===== src/rtl/fcl_uart_tx_arbiter.sv =====
// Round-robin arbiter that lends one UART transmitter to a client for a whole packet,
// sequencing bytes through the send/done handshake under a per-byte watchdog.
module fcl_uart_tx_arbiter #(
  parameter int unsigned NUM_CLIENTS    = 4,
  parameter int unsigned GAP_CYCLES     = 0,
  parameter int unsigned TIMEOUT_CYCLES = 8192
) (
  input  logic                     sys_clk,
  input  logic                     reset,
  input  logic [NUM_CLIENTS-1:0]   client_req,
  input  logic [8*NUM_CLIENTS-1:0] client_data,
  input  logic [NUM_CLIENTS-1:0]   client_last,
  output logic [NUM_CLIENTS-1:0]   client_ack,
  output logic [NUM_CLIENTS-1:0]   grant,
  output logic                     timeout_err,
  output logic                     arb_busy,
  output logic [7:0]               uart_tx_data,
  output logic                     uart_tx_send,
  input  logic                     uart_tx_done
);

  localparam int unsigned PtrW = $clog2(NUM_CLIENTS);
  localparam int unsigned WdW  = $clog2(TIMEOUT_CYCLES);
  localparam int unsigned GapW = (GAP_CYCLES > 0) ? $clog2(GAP_CYCLES + 1) : 1;

  localparam logic [PtrW-1:0] LastIdx = PtrW'(NUM_CLIENTS - 1);
  localparam logic [WdW-1:0]  WdLimit = WdW'(TIMEOUT_CYCLES - 1);
  localparam logic [GapW-1:0] GapLast = GapW'(GAP_CYCLES - 1);

  typedef enum logic [2:0] {
    StIdle,
    StLoad,
    StSend,
    StWait,
    StGap
  } state_e;

  state_e                 state_q, state_d;
  logic [NUM_CLIENTS-1:0] grant_q, grant_d;
  logic [PtrW-1:0]        gidx_q, gidx_d;
  logic [PtrW-1:0]        rr_ptr_q, rr_ptr_d;
  logic [7:0]             data_q, data_d;
  logic                   last_q, last_d;
  logic                   send_q, send_d;
  logic [WdW-1:0]         wdog_q, wdog_d;
  logic [GapW-1:0]        gap_q, gap_d;

  logic [PtrW-1:0]        pick_idx;
  logic                   pick_vld;
  logic [PtrW-1:0]        nxt_ptr;
  logic                   ack_en;
  logic                   to_hit;
  int unsigned            idx;

  // First requester at or after rr_ptr, ascending with wrap.
  always_comb begin
    pick_idx = '0;
    pick_vld = 1'b0;
    idx      = 0;
    for (int unsigned k = 0; k < NUM_CLIENTS; k++) begin
      idx = 32'(rr_ptr_q) + k;
      if (idx >= NUM_CLIENTS) begin
        idx = idx - NUM_CLIENTS;
      end
      if (!pick_vld && client_req[idx]) begin
        pick_vld = 1'b1;
        pick_idx = PtrW'(idx);
      end
    end
  end

  assign nxt_ptr = (gidx_q == LastIdx) ? '0 : gidx_q + PtrW'(1);

  always_comb begin
    state_d  = state_q;
    grant_d  = grant_q;
    gidx_d   = gidx_q;
    rr_ptr_d = rr_ptr_q;
    data_d   = data_q;
    last_d   = last_q;
    send_d   = 1'b0;
    wdog_d   = wdog_q;
    gap_d    = gap_q;
    ack_en   = 1'b0;
    to_hit   = 1'b0;

    case (state_q)
      StIdle: begin
        if (pick_vld) begin
          grant_d = NUM_CLIENTS'(1) << pick_idx;
          gidx_d  = pick_idx;
          state_d = StLoad;
        end
      end
      StLoad: begin
        if (!client_req[gidx_q]) begin
          grant_d = '0;
          state_d = StIdle;
        end else begin
          ack_en  = 1'b1;
          data_d  = client_data[{gidx_q, 3'b000} +: 8];
          last_d  = client_last[gidx_q];
          send_d  = 1'b1;
          state_d = StSend;
        end
      end
      StSend: begin
        wdog_d  = '0;
        state_d = StWait;
      end
      StWait: begin
        // Done takes priority over a coincident watchdog expiry.
        if (uart_tx_done) begin
          if (last_q) begin
            grant_d  = '0;
            rr_ptr_d = nxt_ptr;
          end
          if (GAP_CYCLES > 0) begin
            gap_d   = '0;
            state_d = StGap;
          end else begin
            state_d = last_q ? StIdle : StLoad;
          end
        end else if (wdog_q == WdLimit) begin
          to_hit   = 1'b1;
          grant_d  = '0;
          rr_ptr_d = nxt_ptr;
          state_d  = StIdle;
        end else if (wdog_q != '1) begin
          wdog_d = wdog_q + WdW'(1);
        end
      end
      StGap: begin
        if (gap_q == GapLast) begin
          state_d = (|grant_q) ? StLoad : StIdle;
        end else begin
          gap_d = gap_q + GapW'(1);
        end
      end
      default: begin
        grant_d = '0;
        state_d = StIdle;
      end
    endcase
  end

  always_ff @(posedge sys_clk) begin
    if (reset) begin
      state_q  <= StIdle;
      grant_q  <= '0;
      gidx_q   <= '0;
      rr_ptr_q <= '0;
      data_q   <= 8'h00;
      last_q   <= 1'b0;
      send_q   <= 1'b0;
      wdog_q   <= '0;
      gap_q    <= '0;
    end else begin
      state_q  <= state_d;
      grant_q  <= grant_d;
      gidx_q   <= gidx_d;
      rr_ptr_q <= rr_ptr_d;
      data_q   <= data_d;
      last_q   <= last_d;
      send_q   <= send_d;
      wdog_q   <= wdog_d;
      gap_q    <= gap_d;
    end
  end

  // Ack and abort are same-cycle pulses; gating with reset keeps a reset cycle silent.
  assign client_ack   = (ack_en && !reset) ? grant_q : '0;
  assign timeout_err  = to_hit && !reset;
  assign grant        = grant_q;
  assign arb_busy     = (state_q != StIdle);
  assign uart_tx_data = data_q;
  assign uart_tx_send = send_q;

endmodule


===== config.mk =====
export PLATFORM = sky130hd
export DESIGN_NAME = fcl_uart_tx_arbiter
export DESIGN_NICKNAME = d
export VERILOG_FILES = /design/src/rtl/fcl_uart_tx_arbiter.sv
export SDC_FILE = /design/constraint.sdc
export NUM_CORES = 1
export LEC_CHECK = 0
export ABC_AREA = 1
export CAP_MARGIN = 40
export CORE_MARGIN = 2
export CORE_UTILIZATION = 35
export CTS_BUF_LIST = sky130_fd_sc_hd__clkbuf_8
export DETAILED_ROUTE_END_ITERATION = 8
export PLACE_DENSITY = 0.64
export SYNTH_ARGS = -nofsm -noshare
export SYNTH_HDL_FRONTEND = slang
export SYNTH_SLANG_ARGS = --single-unit

===== constraint.sdc =====
create_clock -name sys_clk -period 5 [get_ports sys_clk]
set_clock_uncertainty 0.2 [all_clocks]
set_input_delay 1 -clock sys_clk [delete_from_list [all_inputs] [get_ports sys_clk]]
set_output_delay 1 -clock sys_clk [all_outputs]
set_load 0.02 [all_outputs]

==> reports/summary.txt <==
storage element area = 661 sq um
Yosys top cell by area = dfxtp_1
Max clock buf depth = 2
Post-Syn Area = 0.00220 sq mm
XOR/XNOR Fraction of Synth Area = 1.99%
post-CTS sizing = 0
CTS buffer count = 5
Fillers = 594
Fmax achieved = 243 MHz
Critical Path Fanout Max = 20
Ant. Diodes = 0
DRC = 0
mux cell area share after synthesis = 0%
Slew HR = 57.2%
most common cell in the netlist = nand2_1
CP required = 3.80 ns
RSZ-0062 raised after global routing = no
Hold Slack = 0.246 ns
Post-DP Area = 0.00286 sq mm
Avg Cell Area, Syn = 6.33 sq um
all-layer global routing usage = 16.0%
hold crit path type = reg2reg
Final Hold Viols = 0
post-DR vias/cell = 4.86
Initial Utilization = 36.7%
CTS clk-pin slew, worst paths = 0.07 ns
Setup CP Type = in2out
largest family of logic cells by synthesized area = simple AND/OR/NAND/NOR gates
GPL Wtd Cong = 0.944
TritonCTS clock tree = yes
setup TNS = 0 ns
area delta synth->final = 35.3%
largest net degree at the start of global routing = 25
Final setup viols = 0
nets@finish = 451
DRT iter0 DRCs = 110
io pins = 62
PwrDens = 259 mW/mm^2
area of the multi-input gates = 0.00131 sq mm
crit start category = input pin
Pleak = 1.17 nW
drt pass-1 iters = 4
GRT overflow = 0
post-synth top area share = 30.1%
number of antenna violations at the first check in global routing = 0
antenna-violating nets left = 0
Mapped Nets = 392
H-tree depth = 2
asr flop ratio synth = 0%
sequential cell area fraction in the yosys report = 30.1%
Final period util = 82.2%
Die ar. = 0.00692 sq mm
synth top area cells = dfxtp_1 (30%), nand2_1 (11%), nor2_1 (9.6%), o21ai_0 (7.5%), inv_1 (6.5%)
run status = completed
synth cell count leaders = nand2_1 (66), nor2_1 (56), inv_1 (38)
setup bufs post-CTS = 0
core area = 0.00599 sq mm
worst skew pair latency = 0.29 ns
post-synth cell types = 31
Adder-Cell Fraction of Synth Area = 1.14%
CTS Root Cell = clkbuf_8
Pins Over Slew Limit = 0
number of global-route vias before repair = 2114
YS warnings = 0
clk sinks = 33
hpwl dp = 4150 microns
CTS Hold Bufs = 0
Synth Area in Compound Gates = 17.8%
EDFF count, synth = 0
Via Count = 2344
DP Worst Slack = 0.873 ns
critical path endpoint category = output pin
maximum capacitance violations = 0
Slew @ Worst Pin = 0.639 ns
Synth Flop Type = dfxtp_1
Peak VDD IR = 0.000162 V
finished layout cell area = 0.00297 sq mm
Synth Area in Simple Gates = 38.5%
die height = 83.2 microns
fin util = 49.6%
global-route wire length before repair = 9320 microns
Data arrival, critical path = 2.91 ns
share of cells above drive strength 1 = 11.5%
port buffer count = 61
Horiz. Die Dim = 83.2 microns
Synth Register Bits = 33
Routed WL per cell = 11.4 microns
setup ws final = 0.888 ns
Mapped Cells = 347
FP Rows = 28
minimum clock period = 4.11 ns
Post-Route WL = 5500 microns
-- logic make-up after synthesis --
| family | Yosys count |
|---|---|
| DFF | 33 |
| buffers and inverters | 55 |
| adders and majority gates | 2 |
| and+or+nand+nor | 178 |
| AOI/OAI and AO/OA | 74 |
| xor gates and xnor gates | 5 |
-- flip-flops by register name, summed over array words and instances, names as in the netlist --
register	cells
gidx_q	2
grant	4
last_q	1
rr_ptr_q	2
state_q	2
uart_tx_data	8
uart_tx_send	1
wdog_q	13
-- worst max-delay path: stages --
cell and delay (ns):
clkdlybuf4s50_1 0.51, nand2_1 0.08, nand3_1 0.10, nand3_1 0.07, buf_4 0.20, nor2_1 0.14, inv_1 0.10, nor2_1 0.10
clkdlybuf4s50_1 0.61
-- worst paths after layout --
check,from,endpoint,cells past startpoint,slack (ns)
max reg2reg,gidx_q[0],grant[1],13,2.76
min,uart_tx_data[2],uart_tx_data[2],2,0.25
min reg2reg,uart_tx_data[2],uart_tx_data[2],2,0.25
max,client_req[2],client_ack[3],9,0.89
-- power by group --
group	switching [mW]	leakage [nW]	internal (mW)	total (mW)
Combinational	0.119	0.843	0.0973	0.217
Clock	0.105	0.0543	0.149	0.254
Sequential	0.0170	0.268	0.281	0.298
-- routing by layer --
metal	part of all wire (%)	GRT usage, %
met5	0	0
met3	6.1	4.47
met1	49	20.4
met4	1.6	4.62
met2	44	26.2
-- cells in the final DEF (no fill, tap or decap) --
| master | instances |
|---|---|
| inv_2 | 5 |
| o21ai_0 | 33 |
| o22ai_1 | 9 |
| clkdlybuf4s50_1 | 61 |
| a21oi_2 | 1 |
| nand2_2 | 13 |
| nand3_1 | 18 |
| nand2_1 | 66 |
| o21ai_1 | 3 |
| nand3_2 | 7 |
| nor3_2 | 2 |
| nand2_8 | 1 |
| clkinv_4 | 1 |
| and2_1 | 1 |
| a21oi_1 | 26 |
| nor2_1 | 56 |
| nor4_1 | 1 |
| nand4_1 | 5 |
| bufinv_16 | 1 |
| a21boi_0 | 1 |
| nor3_1 | 2 |
| dfxtp_1 | 33 |
| nor2_4 | 1 |
| inv_6 | 1 |
| inv_1 | 38 |
| xor2_1 | 5 |
| clkbuf_8 | 5 |
| ha_1 | 2 |
| nand2_4 | 2 |
| clkinvlp_4 | 1 |
| buf_4 | 2 |
| nor2_2 | 3 |
| a31o_2 | 1 |
-- layout make-up --
type / count / area share, %
tap: 75 / 3.16
timing repair buffer: 63 / 21.1
sequential: 33 / 22.2
multi-input combinational: 259 / 44.0
clock inverter: 3 / 1.56
inverter: 44 / 5.73
clock buffer: 5 / 2.32
-- through the flow --
step / total power, mW / std cells
final: 0.768 / 482
after global routing: 0.818 / 482
after CTS: 0.776 / 482
after detailed placement: 0.520 / 474
after global placement: 0.519 / 474
after floorplan: 0.434 / 347
No activity file was read; power rests on OpenSTA's default activity.
